File: config.mk
export PLATFORM = sky130hd
export DESIGN_NAME = rr_fifo_arbiter
export DESIGN_NICKNAME = d
export VERILOG_FILES = /design/src/rtl/rr_fifo_arbiter.sv
export SDC_FILE = /design/constraint.sdc
export NUM_CORES = 1
export LEC_CHECK = 0
export BUFFER_PORTS_ARGS = -buffer_cell sky130_fd_sc_hd__buf_2
export CAP_MARGIN = 20
export CORE_AREA = 2 2 134 136
export DETAILED_ROUTE_END_ITERATION = 12
export DIE_AREA = 0 0 136 138
export GPL_ROUTABILITY_DRIVEN = 0
export GPL_TIMING_DRIVEN = 0
export PLACE_DENSITY_LB_ADDON = 0.1
export SETUP_SLACK_MARGIN = 0.1
export SYNTH_ARGS = -nofsm -noshare
export SYNTH_HDL_FRONTEND = slang
export SYNTH_SLANG_ARGS = --single-unit
File: constraint.sdc
create_clock -name clk -period 2.37 [get_ports clk]
set_clock_uncertainty 0.15 [all_clocks]
set_input_delay 0.3555 -clock clk [delete_from_list [all_inputs] [get_ports clk]]
set_output_delay 0.3555 -clock clk [all_outputs]
set_load 0.02 [all_outputs]
File: src/rtl/rr_fifo_arbiter.sv
// rr_fifo_arbiter
//   Round-robin scheduler that drains NUM_REQ per-master FIFOs into one
//   downstream valid/ready transaction port. In each cycle where the output
//   register is free or being accepted, one non-empty FIFO is popped. Its head
//   entry is registered and then presented downstream. Priority rotates so that
//   the requester served last has the lowest priority.
//
// Ports
//   clk, reset    rising-edge clock, asynchronous active-high reset
//   req_empty_i   per-FIFO empty flag (1 = nothing to pop)
//   req_write_i   per-FIFO head entry type (1 = write)
//   req_addr_i    per-FIFO head address, slice i = [i*AW +: AW]
//   req_wdata_i   per-FIFO head write data, slice i = [i*DW +: DW]
//   pop_o         one-hot pop strobe, combinational
//   m_valid_o     downstream transaction valid
//   m_ready_i     downstream accept
//   m_write_o     1 = write, 0 = read
//   m_addr_o      transaction address
//   m_wdata_o     transaction write data, 0 for reads
//   m_src_o       index of the source FIFO
//   grant_o       one-hot owner while m_valid_o=1, else 0
module rr_fifo_arbiter #(
   parameter int NUM_REQ = 4,
   parameter int AW      = 32,
   parameter int DW      = 32,
   parameter int IDW     = $clog2(NUM_REQ)
) (
   input  logic                  clk,
   input  logic                  reset,
   input  logic [NUM_REQ-1:0]    req_empty_i,
   input  logic [NUM_REQ-1:0]    req_write_i,
   input  logic [NUM_REQ*AW-1:0] req_addr_i,
   input  logic [NUM_REQ*DW-1:0] req_wdata_i,
   output logic [NUM_REQ-1:0]    pop_o,
   output logic                  m_valid_o,
   input  logic                  m_ready_i,
   output logic                  m_write_o,
   output logic [AW-1:0]         m_addr_o,
   output logic [DW-1:0]         m_wdata_o,
   output logic [IDW-1:0]        m_src_o,
   output logic [NUM_REQ-1:0]    grant_o
);

   typedef enum logic {
      IDLE,
      SEND
   } state_t;

   state_t         state;
   logic [IDW-1:0] last_grant;
   logic           found;
   logic [IDW-1:0] win;
   logic [IDW-1:0] cand;
   logic           may_pop;

   function automatic logic [NUM_REQ-1:0] onehot(input logic [IDW-1:0] idx);
      logic [NUM_REQ-1:0] v;
      v      = '0;
      v[idx] = 1'b1;
      return v;
   endfunction

   // Scan starts one past the last grant, so the requester just served is
   // visited last and is only re-granted when nobody else is waiting.
   always_comb begin
      found = 1'b0;
      win   = '0;
      cand  = '0;
      for (int unsigned k = 1; k <= NUM_REQ; k++) begin
         cand = IDW'((32'(last_grant) + k) % NUM_REQ);
         if (!found && !req_empty_i[cand]) begin
            found = 1'b1;
            win   = cand;
         end
      end
   end

   // The output register can take a new entry when empty (IDLE) or when it
   // is handing its current entry off in this cycle.
   always_comb begin
      may_pop = !reset && found && ((state == IDLE) || m_ready_i);
      pop_o   = '0;
      if (may_pop) begin
         pop_o[win] = 1'b1;
      end
   end

   always_ff @(posedge clk or posedge reset) begin
      if (reset) begin
         state      <= IDLE;
         last_grant <= IDW'(NUM_REQ - 1);
         m_valid_o  <= 1'b0;
         m_write_o  <= 1'b0;
         m_addr_o   <= '0;
         m_wdata_o  <= '0;
         m_src_o    <= '0;
         grant_o    <= '0;
      end else begin
         unique case (state)
            IDLE: begin
               if (found) begin
                  state      <= SEND;
                  last_grant <= win;
                  m_valid_o  <= 1'b1;
                  m_write_o  <= req_write_i[win];
                  m_addr_o   <= req_addr_i[win*AW +: AW];
                  m_wdata_o  <= req_write_i[win] ? req_wdata_i[win*DW +: DW] : '0;
                  m_src_o    <= win;
                  grant_o    <= onehot(win);
               end
            end
            SEND: begin
               if (m_ready_i) begin
                  if (found) begin
                     last_grant <= win;
                     m_write_o  <= req_write_i[win];
                     m_addr_o   <= req_addr_i[win*AW +: AW];
                     m_wdata_o  <= req_write_i[win] ? req_wdata_i[win*DW +: DW] : '0;
                     m_src_o    <= win;
                     grant_o    <= onehot(win);
                  end else begin
                     state     <= IDLE;
                     m_valid_o <= 1'b0;
                     grant_o   <= '0;
                  end
               end
            end
            default: state <= IDLE;
         endcase
      end
   end

endmodule
# After elaboration in Yosys (flattened, before gate mapping)
# Index checks and enable logic that the tools add are counted.
# word_totals
in_bits	267
out_inout_bits	76
reg_bits	75
wordCells	87
# classes
eq_ne	3
n_lt_le_gt_ge	6
n_bitwise	1
n_addsub	4
reduce_logical	15
mux	48
n_shift	2
# ops
op	n
128-bit by 8-bit indexed part select with 32-bit output	2
32-bit 2-to-1 mux	5
32-bit case mux with 2 select lines	2
1-bit 2-to-1 mux	17
2-bit 2-to-1 mux	8
4-bit 2-to-1 mux	4
2-bit by 3-bit less-than comparator with 1-bit output (second input constant)	5
1-bit binary-select mux with 2-bit select	5
2-bit case mux with 2 select lines	2
4-bit case mux with 2 select lines	1
1-bit logical AND	6
1-bit zero test	6
2-bit != test (second input constant)	3
1-bit case mux with 2 select lines	3
2-bit by 1-bit adder with 2-bit output (second input constant)	2
2-bit adder (second input constant)	2
3-bit AND reduction	1
1-bit demux with 2-bit select	1
2-bit by 1-bit greater-or-equal comparator with 1-bit output (second input constant)	1
2-bit AND reduction	1
1-bit logical OR	1
1-bit inverter	1

# Logic depth before layout (Yosys ltp)
# depth
depth_word	19
mapped_depth	9
ltp_nobuf	6

# Worst setup path before layout
# Ideal clock, no wire load.
# synth_timing
path_type	register -> output
startpoint	register last_grant[0]
endpoint	output pop_o[0]
path_buffers	3
required_time_ns	1.864
setup_slack_ns	-0.234
t_arrival_ns	2.099
stages_incl_launch_ff	8
cell_sequence	dfstp_2 nor2_1 o21ai_0 nand3_2 buf_4 buf_6 buf_2 nor4_1
# synth_via
elab_chain_cells	17
word_cells_on_any_way	36
classes_between	add/sub (4); order compare (2); mux (19); reduce/logical (11)
# synth_lines
element	line_no	text
start: declaration	50	logic [IDW-1:0] last_grant;
start signal: assignment	91	last_grant <= IDW'(NUM_REQ - 1);
start signal: assignment	103	last_grant <= win;
start signal: assignment	115	last_grant <= win;
2-bit adder	70	cand = IDW'((32'(last_grant) + k) % NUM_REQ);
1-bit binary-select mux with 2-bit select	71	if (!found && !req_empty_i[cand]) begin
1-bit 2-to-1 mux (not written as such)	71	
1-bit zero test	71	
1-bit logical AND	71	
1-bit 2-to-1 mux	71	
1-bit zero test	71	
1-bit logical AND	71	
1-bit 2-to-1 mux	71	
1-bit zero test	71	
1-bit logical AND	71	
2-bit 2-to-1 mux	71	
2-bit by 3-bit less-than comparator with 1-bit output (not written as such) / 2-bit by 1-bit greater-or-equal comparator with 1-bit output (equally long branches)	84	pop_o[win] = 1'b1;
1-bit logical AND (not written as such)	84	
1-bit 2-to-1 mux (not written as such)	84	
1-bit demux with 2-bit select	84	
4-bit 2-to-1 mux *	83	if (may_pop) begin
end: declaration	34	output logic [NUM_REQ-1:0] pop_o,
# Mark *: on every way between the ends. The rest lies on a longest branch, timed or not. The select of a mux whose other input is x is not followed.

# Worst setup path in the final report
# Ends and elaborated chain as after synthesis.

==> flow_summary.html <==
<table>
<tr><th>Metric</th><th>Value</th></tr>
<tr><th colspan="2">Synth</th></tr>
<tr><td>Dominant cells by area after synthesis</td><td>sky130_fd_sc_hd__dfrtp_1 (38%), sky130_fd_sc_hd__nand2_1 (25%), sky130_fd_sc_hd__a22o_1 (6.1%)</td></tr>
<tr><td>Ys flop type</td><td>sky130_fd_sc_hd__dfrtp_1</td></tr>
<tr><td>Number of distinct library cells after synthesis</td><td>30</td></tr>
<tr><td>Count of flip-flops with a built-in enable after synthesis</td><td>0</td></tr>
<tr><td>Synth top cells by count</td><td>sky130_fd_sc_hd__nand2_1 (329), sky130_fd_sc_hd__dfrtp_1 (73), sky130_fd_sc_hd__o21ai_0 (45)</td></tr>
<tr><td>Synthesized area per cell</td><td>6.98 sq um</td></tr>
<tr><td>Cell area after technology mapping</td><td>0.00485 sq mm</td></tr>
<tr><td>Warning count from the yosys run</td><td>0</td></tr>
<tr><td>Number of nets produced by synthesis</td><td>962</td></tr>
<tr><td>Synth Area in Simple Gates</td><td>35.3%</td></tr>
<tr><td>Instance count of the mapped netlist</td><td>695</td></tr>
<tr><td>Post-synthesis sequential element count</td><td>75</td></tr>
<tr><td>Compound-cell area share of the yosys netlist</td><td>18.9%</td></tr>
<tr><td>Most frequent cell after synthesis</td><td>sky130_fd_sc_hd__nand2_1</td></tr>
<tr><td>Share of flip-flops with an asynchronous set or reset after synthesis</td><td>100%</td></tr>
<tr><td>Fraction of post-synthesis cell area in the top cell type by area</td><td>37.6%</td></tr>
<tr><td>XOR/XNOR share of the synthesized area</td><td>0%</td></tr>
<tr><td>Share of cell area taken by muxes after synthesis</td><td>0.413%</td></tr>
<tr><td>Post-synthesis sequential area ratio</td><td>38.7%</td></tr>
<tr><td>Area share of fa/ha/maj cells after synthesis</td><td>0%</td></tr>
<tr><td>Dominant cell type by area after synthesis</td><td>sky130_fd_sc_hd__dfrtp_1</td></tr>
<tr><td>Largest family of logic cells by synthesized area</td><td>simple AND/OR/NAND/NOR gates</td></tr>
<tr><th colspan="2">Die</th></tr>
<tr><td>Initial core utilization</td><td>27.7%</td></tr>
<tr><td>Die outline height</td><td>138 um</td></tr>
<tr><td>Die footprint</td><td>0.0188 sq mm</td></tr>
<tr><td>Core area</td><td>0.0175 sq mm</td></tr>
<tr><td>Cell row count</td><td>49</td></tr>
<tr><td>Overall die width</td><td>136 um</td></tr>
<tr><td>Top Ports</td><td>343</td></tr>
<tr><th colspan="2">CTS</th></tr>
<tr><td>Clock root buffer</td><td>sky130_fd_sc_hd__clkbuf_16</td></tr>
<tr><td>TritonCTS clock tree</td><td>yes</td></tr>
<tr><td>Clock-pin slew on the worst setup and hold paths</td><td>60 ps</td></tr>
<tr><td>Maximum level of the CTS H-tree</td><td>3</td></tr>
<tr><td>Clock tree buffer depth</td><td>2</td></tr>
<tr><td>Number of clock sinks seen by CTS</td><td>75</td></tr>
<tr><td>Total CTS buffers</td><td>9</td></tr>
<tr><td>Latest clock arrival within the worst-skew pair</td><td>330 ps</td></tr>
<tr><th colspan="2">Outcome</th></tr>
<tr><td>Status</td><td>finished, violations left</td></tr>
<tr><td>Violated checks</td><td>setup timing</td></tr>
<tr><th colspan="2">Detailed routing</th></tr>
<tr><td>Detailed-router iteration count before antenna repair</td><td>4</td></tr>
<tr><td>Met2 wire length</td><td>10,600 um</td></tr>
<tr><td>Amount of wire on met3 after detailed routing</td><td>1730 um</td></tr>
<tr><td>Final ANT Viol Nets</td><td>0</td></tr>
<tr><td>Post-route DRC</td><td>0</td></tr>
<tr><td>DRC violation total after the first TritonRoute iteration</td><td>198</td></tr>
<tr><td>Detailed-route wire length on metal 1</td><td>8810 um</td></tr>
<tr><td>Final routed wire length divided by cell count</td><td>16.5 um</td></tr>
<tr><td>Vias post-DR</td><td>6,108</td></tr>
<tr><td>Total wire length</td><td>21,500 um</td></tr>
<tr><td>Routed via count divided by cell count</td><td>4.69</td></tr>
<tr><td>Highest signal layer in the routed design</td><td>met5</td></tr>
<tr><th colspan="2">Run</th></tr>
<tr><td>Number of max-cap violations</td><td>0</td></tr>
<tr><th colspan="2">Finish</th></tr>
<tr><td>Diodes inserted</td><td>0</td></tr>
<tr><td>Fraction of final layout cells sized beyond drive strength 1</td><td>41.7%</td></tr>
<tr><td>Nets</td><td>1,335</td></tr>
<tr><td>Post-synthesis to final-layout area growth</td><td>57.6%</td></tr>
<tr><td>Final core utilization</td><td>43.6%</td></tr>
<tr><th colspan="2">Timing</th></tr>
<tr><td>Headroom to the max-slew limit</td><td>41.8%</td></tr>
<tr><td>Worst-case setup margin in the final layout</td><td>-165 ps</td></tr>
<tr><td>Final hold violation count</td><td>0</td></tr>
<tr><td>Total negative setup slack</td><td>-436 ps</td></tr>
<tr><td>Post-Route Hold Slack</td><td>76.6 ps</td></tr>
<tr><td>Worst Tran Pin Value</td><td>871 ps</td></tr>
<tr><td>Max-slew violation count</td><td>0</td></tr>
<tr><td>Period Utilization, post-route</td><td>107%</td></tr>
<tr><td>Minimum clock period after layout</td><td>2540 ps</td></tr>
<tr><td>RSZ-0062 raised after global routing</td><td>yes</td></tr>
<tr><td>FMAX</td><td>394 MHz</td></tr>
<tr><td>Final setup viols</td><td>4</td></tr>
<tr><th colspan="2">Hold path</th></tr>
<tr><td>Min-Delay Path Class</td><td>in2reg</td></tr>
<tr><th colspan="2">Critical path</th></tr>
<tr><td>Setup Crit Path Kind</td><td>reg2out</td></tr>
<tr><td>Required @ worst endpoint</td><td>1860 ps</td></tr>
<tr><td>Data arrival time of the worst path</td><td>2030 ps</td></tr>
<tr><td>Critical path endpoint category</td><td>output pin</td></tr>
<tr><td>Crit path launch type</td><td>flip-flop</td></tr>
<tr><td>Crit path max fanout</td><td>5</td></tr>
<tr><th colspan="2">Global route</th></tr>
<tr><td>Remaining Overflow, GRT</td><td>0</td></tr>
<tr><td>Global-route wire length before repair</td><td>32,000 um</td></tr>
<tr><td>Maximum number of pins on one net before global-route repair</td><td>39</td></tr>
<tr><td>Number of antenna violations at the first check in global routing</td><td>1</td></tr>
<tr><td>Via count of the first global-routing pass</td><td>5,857</td></tr>
<tr><td>Overall track demand over capacity in global routing</td><td>22.0%</td></tr>
<tr><th colspan="2">Power</th></tr>
<tr><td>Net Switching</td><td>2.75 mW</td></tr>
<tr><td>Leak</td><td>4.22 nW</td></tr>
<tr><td>Clock network fraction of total power</td><td>20.2%</td></tr>
<tr><td>Sequential share of power</td><td>28.1%</td></tr>
<tr><td>Combinational Power Share</td><td>51.7%</td></tr>
<tr><td>Peak ir drop on the vdd network</td><td>0.335 mV</td></tr>
<tr><td>Switching share of total power</td><td>41.5%</td></tr>
<tr><td>Cell Pwr Density</td><td>866 mW/mm^2</td></tr>
<tr><td>Cell-internal power</td><td>3.87 mW</td></tr>
<tr><th colspan="2">Place</th></tr>
<tr><td>Worst Setup Slack post-DPL</td><td>-373 ps</td></tr>
<tr><td>Count of input and output buffers</td><td>342</td></tr>
<tr><td>Total half-perimeter wirelength after legalization and detailed placement</td><td>16,600 um</td></tr>
</table>
==> cells in the final DEF (no fill, tap or decap), types with 2 or more instances in the layout <==
cell type / count
sky130_fd_sc_hd__nand2_1: 326
sky130_fd_sc_hd__mux2i_4: 2
sky130_fd_sc_hd__buf_4: 32
sky130_fd_sc_hd__buf_8: 5
sky130_fd_sc_hd__o21ai_0: 26
sky130_fd_sc_hd__buf_6: 12
sky130_fd_sc_hd__clkbuf_4: 2
sky130_fd_sc_hd__nor4_2: 2
sky130_fd_sc_hd__clkbuf_8: 6
sky130_fd_sc_hd__nor2_1: 9
sky130_fd_sc_hd__nand3_1: 32
sky130_fd_sc_hd__clkbuf_16: 10
sky130_fd_sc_hd__clkinvlp_4: 2
sky130_fd_sc_hd__clkbuf_2: 3
sky130_fd_sc_hd__a22o_1: 34
sky130_fd_sc_hd__o21ai_2: 5
sky130_fd_sc_hd__dfstp_2: 2
sky130_fd_sc_hd__a32o_1: 2
sky130_fd_sc_hd__o21ai_1: 37
sky130_fd_sc_hd__buf_12: 4
sky130_fd_sc_hd__and3_1: 32
sky130_fd_sc_hd__nor2b_1: 2
sky130_fd_sc_hd__nor4_4: 2
sky130_fd_sc_hd__clkbuf_1: 15
sky130_fd_sc_hd__buf_2: 346
sky130_fd_sc_hd__dfrtp_1: 73
sky130_fd_sc_hd__nand2_2: 3
sky130_fd_sc_hd__nand3_2: 2
sky130_fd_sc_hd__a31oi_1: 33
==> cells by family (layout without fill, tap and decap cells) <==
| kind of cell | Yosys count | after routing |
|---|---|---|
| buffers and inverters | 61 | 439 |
| DFF | 75 | 75 |
| and+or+nand+nor | 415 | 415 |
| muxes | 2 | 2 |
| AOI/OAI and AO/OA | 142 | 142 |
==> critical path: stages (launching register included) <==
cell and delay (ps):
sky130_fd_sc_hd__dfstp_2 390, sky130_fd_sc_hd__or3_4 370, sky130_fd_sc_hd__o211a_1 140, sky130_fd_sc_hd__buf_6 130, sky130_fd_sc_hd__buf_12 120, sky130_fd_sc_hd__buf_8 120
sky130_fd_sc_hd__nor4_4 240, sky130_fd_sc_hd__buf_4 180
==> final timing paths <==
path	startpoint	end	slack (ps)	cells after the start
setup / recovery	last_grant[0]$_DFFE_PP1P_	pop_o[0]	-170	7
hold / removal	m_ready_i	m_valid_o$_DFFE_PP0P_	80	2
setup reg to reg	last_grant[0]$_DFFE_PP1P_	m_wdata_o[28]$_DFFE_PP0P_	190	9
hold reg to reg	m_addr_o[28]$_DFFE_PP0P_	m_addr_o[28]$_DFFE_PP0P_	320	2
max in group asynchronous	reset	last_grant[1]$_DFFE_PP1P_	1230	3
min in group asynchronous	reset	m_wdata_o[19]$_DFFE_PP0P_	110	2
==> registers in the layout, summed over array words and instances, names as in the netlist <==
| signal | cells |
|---|---|
| m_valid_o | 1 |
| m_wdata_o | 32 |
| state | 1 |
| m_src_o | 2 |
| m_addr_o | 32 |
| grant_o | 4 |
| last_grant | 2 |
| m_write_o | 1 |
==> per-layer routing <==
metal	GRT usage [%]	vias up
li1	-	3086
met5	0	-
met3	5.35	26
met2	38.0	256
met1	27.0	2738
met4	6.63	2
==> what timing repair did <==
item	in CTS	in global routing
endpoints found under the hold margin	0	0
pin swaps	7	5
setup buffers	8	10
hold buffers	0	0
cloned	0	1
gates resized for setup	31	80
endpoints found under the setup margin	21	65
==> final cells by class <==
class                   instances  area, sq um
fillers                      1876         9890
multi-input cells             559         2780
well taps                     229          287
inverters                       3         18.8
plain buffers                  58          477
clock buffers                  15          288
repair buffers                362         1920
flip-flops and latches         75         1880
clock inverters                 1         5.00
==> power groups by stage <==
| stage | Sequential, mW | Clock [mW] | Combinational, mW |
|---|---|---|---|
| finish | 1.86 | 1.34 | 3.42 |
| global route | 1.92 | 1.44 | 3.76 |
| detailed placement | 1.87 | 0 | 3.12 |
| CTS | 1.86 | 1.39 | 3.26 |
| floorplan | 2.31 | 0 | 1.47 |
| global placement | 1.87 | 0 | 3.10 |
==> per-stage QoR <==
step           cell area [sq um]  power [mW]  std cells
2_1_floorplan               4890        3.78        695
3_5_place_dp                6910        4.99       1267
3_3_place_gp                6890        4.97       1266
6_report                    7650        6.63       1302
4_1_cts                     7370        6.51       1291
5_1_grt                     7650        7.12       1302
No activity file was read; power rests on OpenSTA's default activity.
